<file path="src/rtl/pc_ctrl_pkg.sv">
// Shared MIPS fetch definitions: PC controller state encoding and the
// instruction byte stride used for sequential fetch and link values.
package pc_ctrl_pkg;

    typedef enum logic [1:0] {
        ST_RUN   = 2'd0,
        ST_HALT  = 2'd1,
        ST_FAULT = 2'd2
    } pc_state_e;

    localparam int unsigned INSTR_BYTES = 4;

endpackage : pc_ctrl_pkg

</file>
<file path="src/rtl/pc_next_sel.sv">
// Next-PC target selection: JR > J/JAL > taken branch > sequential.
// Flags a selected non-sequential target that is misaligned or outside
// instruction memory, and flags a sequential step that wraps to address 0.
module pc_next_sel
    import pc_ctrl_pkg::*;
#(
    parameter int unsigned SIZE_ADDR_PC = 32,
    parameter int unsigned IMEM_DEPTH   = 256
) (
    input  logic [SIZE_ADDR_PC-1:0] i_pc,
    input  logic                    i_jr,
    input  logic [SIZE_ADDR_PC-1:0] i_jr_addr,
    input  logic                    i_jump,
    input  logic [SIZE_ADDR_PC-1:0] i_jump_addr,
    input  logic                    i_branch_taken,
    input  logic [SIZE_ADDR_PC-1:0] i_branch_addr,
    output logic [SIZE_ADDR_PC-1:0] o_next_pc,
    output logic                    o_fault,
    output logic                    o_wrap
);

    // IMEM_DEPTH is a power of two, so the byte range is a simple mask
    localparam logic [SIZE_ADDR_PC-1:0] ADDR_MASK =
        SIZE_ADDR_PC'(IMEM_DEPTH * INSTR_BYTES - 1);

    logic [SIZE_ADDR_PC-1:0] w_seq_pc;
    logic [SIZE_ADDR_PC-1:0] w_sel;
    logic                    w_nonseq;

    assign w_seq_pc = (i_pc + SIZE_ADDR_PC'(INSTR_BYTES)) & ADDR_MASK;

    // Priority mux over the redirect sources, falling back to sequential fetch
    always_comb begin
        w_sel    = w_seq_pc;
        w_nonseq = 1'b1;
        if (i_jr) begin
            w_sel = i_jr_addr;
        end else if (i_jump) begin
            w_sel = i_jump_addr;
        end else if (i_branch_taken) begin
            w_sel = i_branch_addr;
        end else begin
            w_nonseq = 1'b0;
        end
    end

    assign o_next_pc = w_sel;
    assign o_fault   = w_nonseq & ((|w_sel[1:0]) | (|(w_sel & ~ADDR_MASK)));
    assign o_wrap    = ~w_nonseq & (w_seq_pc == '0);

endmodule : pc_next_sel

</file>
<file path="src/rtl/pc_ctrl.sv">
// Program counter controller: continuous run or single-step debug, hazard
// stall, redirect priority, HALT/resume, terminal FAULT on bad targets,
// wrap pulse on sequential rollover and a saturating advance counter.
module pc_ctrl
    import pc_ctrl_pkg::*;
#(
    parameter int unsigned               SIZE_ADDR_PC = 32,
    parameter int unsigned               IMEM_DEPTH   = 256,
    parameter logic [SIZE_ADDR_PC-1:0]   RESET_ADDR   = '0,
    parameter int unsigned               SIZE_CNT     = 32
) (
    input  logic                    i_clk,
    input  logic                    i_reset,
    input  logic                    i_mode,
    input  logic                    i_step,
    input  logic                    i_pc_write,
    input  logic                    i_branch_taken,
    input  logic [SIZE_ADDR_PC-1:0] i_branch_addr,
    input  logic                    i_jump,
    input  logic [SIZE_ADDR_PC-1:0] i_jump_addr,
    input  logic                    i_jr,
    input  logic [SIZE_ADDR_PC-1:0] i_jr_addr,
    input  logic                    i_halt,
    input  logic                    i_resume,
    output logic [SIZE_ADDR_PC-1:0] o_pc,
    output logic [SIZE_ADDR_PC-1:0] o_pc_4,
    output logic [SIZE_ADDR_PC-1:0] o_pc_8,
    output logic                    o_halted,
    output logic                    o_fault,
    output logic                    o_wrap,
    output logic [SIZE_CNT-1:0]     o_adv_count
);

    pc_state_e               r_state;
    logic [SIZE_ADDR_PC-1:0] r_pc;
    logic [SIZE_CNT-1:0]     r_adv_count;
    logic                    r_wrap;
    logic                    r_halted;
    logic                    r_fault;
    logic                    r_step_q;

    logic                    w_step_edge;
    logic                    w_adv;
    logic [SIZE_ADDR_PC-1:0] w_next_pc;
    logic                    w_tgt_fault;
    logic                    w_seq_wrap;

    // A step edge is consumed in the cycle it appears, whether or not it advances
    assign w_step_edge = i_step & ~r_step_q;
    assign w_adv       = (r_state == ST_RUN) & i_pc_write & (~i_mode | w_step_edge);

    pc_next_sel #(
        .SIZE_ADDR_PC (SIZE_ADDR_PC),
        .IMEM_DEPTH   (IMEM_DEPTH)
    ) u_next_sel (
        .i_pc           (r_pc),
        .i_jr           (i_jr),
        .i_jr_addr      (i_jr_addr),
        .i_jump         (i_jump),
        .i_jump_addr    (i_jump_addr),
        .i_branch_taken (i_branch_taken),
        .i_branch_addr  (i_branch_addr),
        .o_next_pc      (w_next_pc),
        .o_fault        (w_tgt_fault),
        .o_wrap         (w_seq_wrap)
    );

    // Delayed copy of the step request for rising-edge detection
    always_ff @(posedge i_clk or negedge i_reset) begin
        if (!i_reset) begin
            r_step_q <= 1'b0;
        end else begin
            r_step_q <= i_step;
        end
    end

    // Run/halt/fault FSM with PC, counter and status flags registered alongside
    always_ff @(posedge i_clk or negedge i_reset) begin
        if (!i_reset) begin
            r_state     <= ST_RUN;
            r_pc        <= RESET_ADDR;
            r_adv_count <= '0;
            r_wrap      <= 1'b0;
            r_halted    <= 1'b0;
            r_fault     <= 1'b0;
        end else begin
            r_wrap <= 1'b0;
            case (r_state)
                ST_RUN: begin
                    if (w_adv) begin
                        if (i_halt) begin
                            r_state  <= ST_HALT;
                            r_halted <= 1'b1;
                        end else if (w_tgt_fault) begin
                            r_state <= ST_FAULT;
                            r_fault <= 1'b1;
                        end else begin
                            r_pc   <= w_next_pc;
                            r_wrap <= w_seq_wrap;
                            if (r_adv_count != '1) begin
                                r_adv_count <= r_adv_count + SIZE_CNT'(1);
                            end
                        end
                    end
                end
                ST_HALT: begin
                    if (i_resume) begin
                        r_state  <= ST_RUN;
                        r_halted <= 1'b0;
                    end
                end
                ST_FAULT: begin
                    r_state <= ST_FAULT;
                end
                default: begin
                    r_state  <= ST_FAULT;
                    r_halted <= 1'b0;
                    r_fault  <= 1'b1;
                end
            endcase
        end
    end

    assign o_pc        = r_pc;
    assign o_pc_4      = r_pc + SIZE_ADDR_PC'(INSTR_BYTES);
    assign o_pc_8      = r_pc + SIZE_ADDR_PC'(2 * INSTR_BYTES);
    assign o_halted    = r_halted;
    assign o_fault     = r_fault;
    assign o_wrap      = r_wrap;
    assign o_adv_count = r_adv_count;

endmodule : pc_ctrl

</file>
<file path="config.mk">
export PLATFORM = sky130hd
export DESIGN_NAME = pc_ctrl
export DESIGN_NICKNAME = d
export VERILOG_FILES = /design/src/rtl/pc_ctrl_pkg.sv /design/src/rtl/pc_next_sel.sv /design/src/rtl/pc_ctrl.sv
export SDC_FILE = /design/constraint.sdc
export NUM_CORES = 1
export LEC_CHECK = 0
export ABC_AREA = 0
export BUFFER_PORTS_ARGS = -buffer_cell sky130_fd_sc_hd__clkbuf_2
export CAP_MARGIN = 20
export CORE_MARGIN = 2
export CORE_UTILIZATION = 47
export DETAILED_ROUTE_END_ITERATION = 16
export PLACE_DENSITY = 0.87
export SLEW_MARGIN = 20
export SYNTH_ARGS = -nofsm -noshare
export SYNTH_HDL_FRONTEND = slang
export SYNTH_SLANG_ARGS = --single-unit
export TNS_END_PERCENT = 5
</file>
<file path="constraint.sdc">
create_clock -name i_clk -period 3.1 [get_ports i_clk]
set_input_delay 0.31 -clock i_clk [delete_from_list [all_inputs] [get_ports i_clk]]
set_output_delay 0.31 -clock i_clk [all_outputs]
set_load 0.02 [all_outputs]
</file>
==> run metrics <==
outcome completed; fmax 332 MHz; Num CTS Buffers 9; All-Layer GR Usage 27.7%; Final Hold Fails 0; Max stage delay on crit path 460 ps; dpl hpwl 11.8 mm; leakage 3.25 nW; Post-Syn Nets 622; vias in the first global route 4,619; commonest cells after routing, fill and taps aside clkbuf_2, dfrtp_1, xnor2_1; power share of the clock group 40.2%; power share of the combinational group 11.8%; vias 4,890; Pint 1.46 mW; ratio of cells with drive above 1 in the final layout 39.6%; sequential area share after synthesis 37.4%; clock sink count 70; Setup TNS 0 ps; IO Port Bufs 236; Max VDD drop 0.325 mV; CP top delay family simple AND/OR/NAND/NOR gates; most common cell after layout, fill and taps aside clkbuf_2; Starting Density 48.2%; RR Startpoint o_adv_count[4]$_DFFE_PN0P_; Worst Path Buf+Inv 1; Post-synth ARST share 100%; Data arrival, critical path 2710 ps; CTS root buf clkbuf_8; EDFF count, synth 0; largest net degree at the start of global routing 71; Fill cells 826; max_cap viols 0; total placed cells including tap cells 860; Setup crit start kind flip-flop; Tmin final 3020 ps; Seq pwr share 48.0%; Layout Nets 856; Crit. Startpoint o_pc[3]$_DFFE_PN0P_; CTS tree done; Crit Path Max Fanout 4; Core ar. 9730 µm²; Yosys reg bits 70; Setup WS post-layout 83.9 ps; Power Dens Cells 311 nW/µm²; final slew viol count 0; YS warnings 0; drt drc 0; Antenna Nets Post-Route 0; cell breakdown of the critical path ha_2 > nand3_2 > nor4_4 > or3b_4 > nor3_4 > and3_4 > nand4_1 > xnor2_1 > buf_2; Sw Share 24.3%; Post-synth top flop dfrtp_1; Syn Area/Cell 9.21 µm²; Die Wd 104 µm; CP max stage cell or3b_4; WP data required 2790 ps; initial antenna violation count 0; post-synthesis cell type count 70; die area 10,800 µm²; Slew headroom 40.3%; H-Tree Depth 3; drt via density 5.56; P&R area growth vs syn 32.5%; Finished Layout Cells 880; Min-Delay Path Class input port to async pin; Final setup viols 0; GRT overflow 0; RSZ-0062 raised after global routing yes; switching pwr 469 µW; n_diodes 0; critical path class flip-flop to output port; global-route wire length before repair 24.0 mm; CP Capture Type output port; clock-pin slew on the worst setup and hold paths 80 ps; cts hold-fix bufs 0; worst skew pair latency 340 ps; Initial DRT Pass Iterations 6; routed length per placed instance 17.2 µm; post-place setup slack 264 ps; synthesized instance count 509; drt total wl 15.2 mm; Initial DRC Count 366; RePlAce Congestion 0.966; Bufs on Longest Clock Path 2; Tcrit/Tclk final 97.3%; Final Skew 12.2 ps; chip height 104 µm; Cell Rows 36; IO Pins 237; Slew @ Worst Pin 896 ps; Synth Cell Area 4690 µm²
cell type report:
cell class                 instances  area [µm²]  share of cell area (%)
timing repair buffer             252        1300                    21.0
tap                              133         166                    2.68
multi-input combinational        399        2740                    44.1
inverter                          11        41.3                   0.665
clock buffer                      10         128                    2.05
clock inverter                     5        75.1                    1.21
sequential                        70        1760                    28.3
state kept, by name, summed over array words and instances (netlist names):
register     count
o_adv_count     32
o_pc            32
r_state          2
o_fault          1
o_halted         1
o_wrap           1
r_step_q         1
what timing repair did:
action | 4_1_cts | 5_1_grt
endpoints found under the hold margin | 0 | 0
pin swaps | 2 | 3
buffers inserted | 2 | 3
gates resized for setup | 6 | 3
endpoints found under the setup margin | 3 | 5
per-layer routing:
layer	share of wire [%]	GRT usage (%)	up-vias
met4	1.4	8.69	0
li1	-	-	2251
met3	8.5	5.64	22
met1	42	36.7	2351
met2	48	45.5	266
met5	0	0	-
logic make-up after synthesis:
kind of cell / share of synthesized area [%]
buffers and inverters: 4.46
xor gates and xnor gates: 16.1
adders and majority gates: 1.87
muxes: 2.22
DFF: 37.4
AOI/OAI and AO/OA: 8.54
and+or+nand+nor: 29.5
worst paths after layout:
check	slack, ps	cells after the start	to
max reg2reg	620	6	o_adv_count[1]$_DFFE_PN0P_
min reg2reg	480	1	o_fault$_DFFE_PN0P_
max	80	9	o_pc_4[31]
min in group i_clk	100	1	r_step_q$_DFF_PN0_
max in group asynchronous	2410	1	o_pc[15]$_DFFE_PN0P_
min	70	1	o_pc[8]$_DFFE_PN0P_
synth_stat cells (4+ instances only):
library cell / number / area [µm²]
a21oi_1: 4 / 20.0
a221o_1: 4 / 40.0
and2_1: 27 / 169
and3_1: 7 / 43.8
buf_2: 11 / 55.1
buf_4: 8 / 60.1
clkbuf_1: 7 / 26.3
dfrtp_1: 70 / 1750
ha_1: 7 / 87.6
inv_1: 10 / 37.5
mux2i_1: 7 / 70.1
nand2_1: 51 / 191
nand2b_1: 7 / 43.8
nand3_1: 34 / 170
nand4_1: 22 / 138
nor2_1: 32 / 120
nor3_1: 13 / 65.1
nor4_1: 5 / 31.3
o211ai_1: 5 / 37.5
o21ai_0: 8 / 40.0
o21ai_1: 8 / 40.0
o22ai_1: 4 / 25.0
o31ai_1: 5 / 37.5
or3_1: 4 / 25.0
or4_1: 6 / 45.0
xnor2_1: 55 / 482
xor2_1: 31 / 272
power groups by stage:
stage	sequential [mW]	clock, mW	combinational [mW]
final	0.928	0.777	0.228
after detailed placement	0.945	0	0.226
after CTS	0.928	0.792	0.227
after global routing	0.929	0.829	0.248
after floorplan	0.953	0	0.0919
after global placement	0.945	0	0.221
stage by stage:
step           util, %  cell area, µm²  total power, mW  hold WS [ps]
2_1_floorplan        -            4690             1.04          14.4
3_3_place_gp      61.3            5960             1.17           436
3_5_place_dp      61.3            5960             1.17           450
4_1_cts           63.6            6190             1.95          90.2
5_1_grt           63.8            6210             2.01          82.1
6_report          63.8            6210             1.93          71.4
Note: power is estimated with default switching activity, not from simulation.
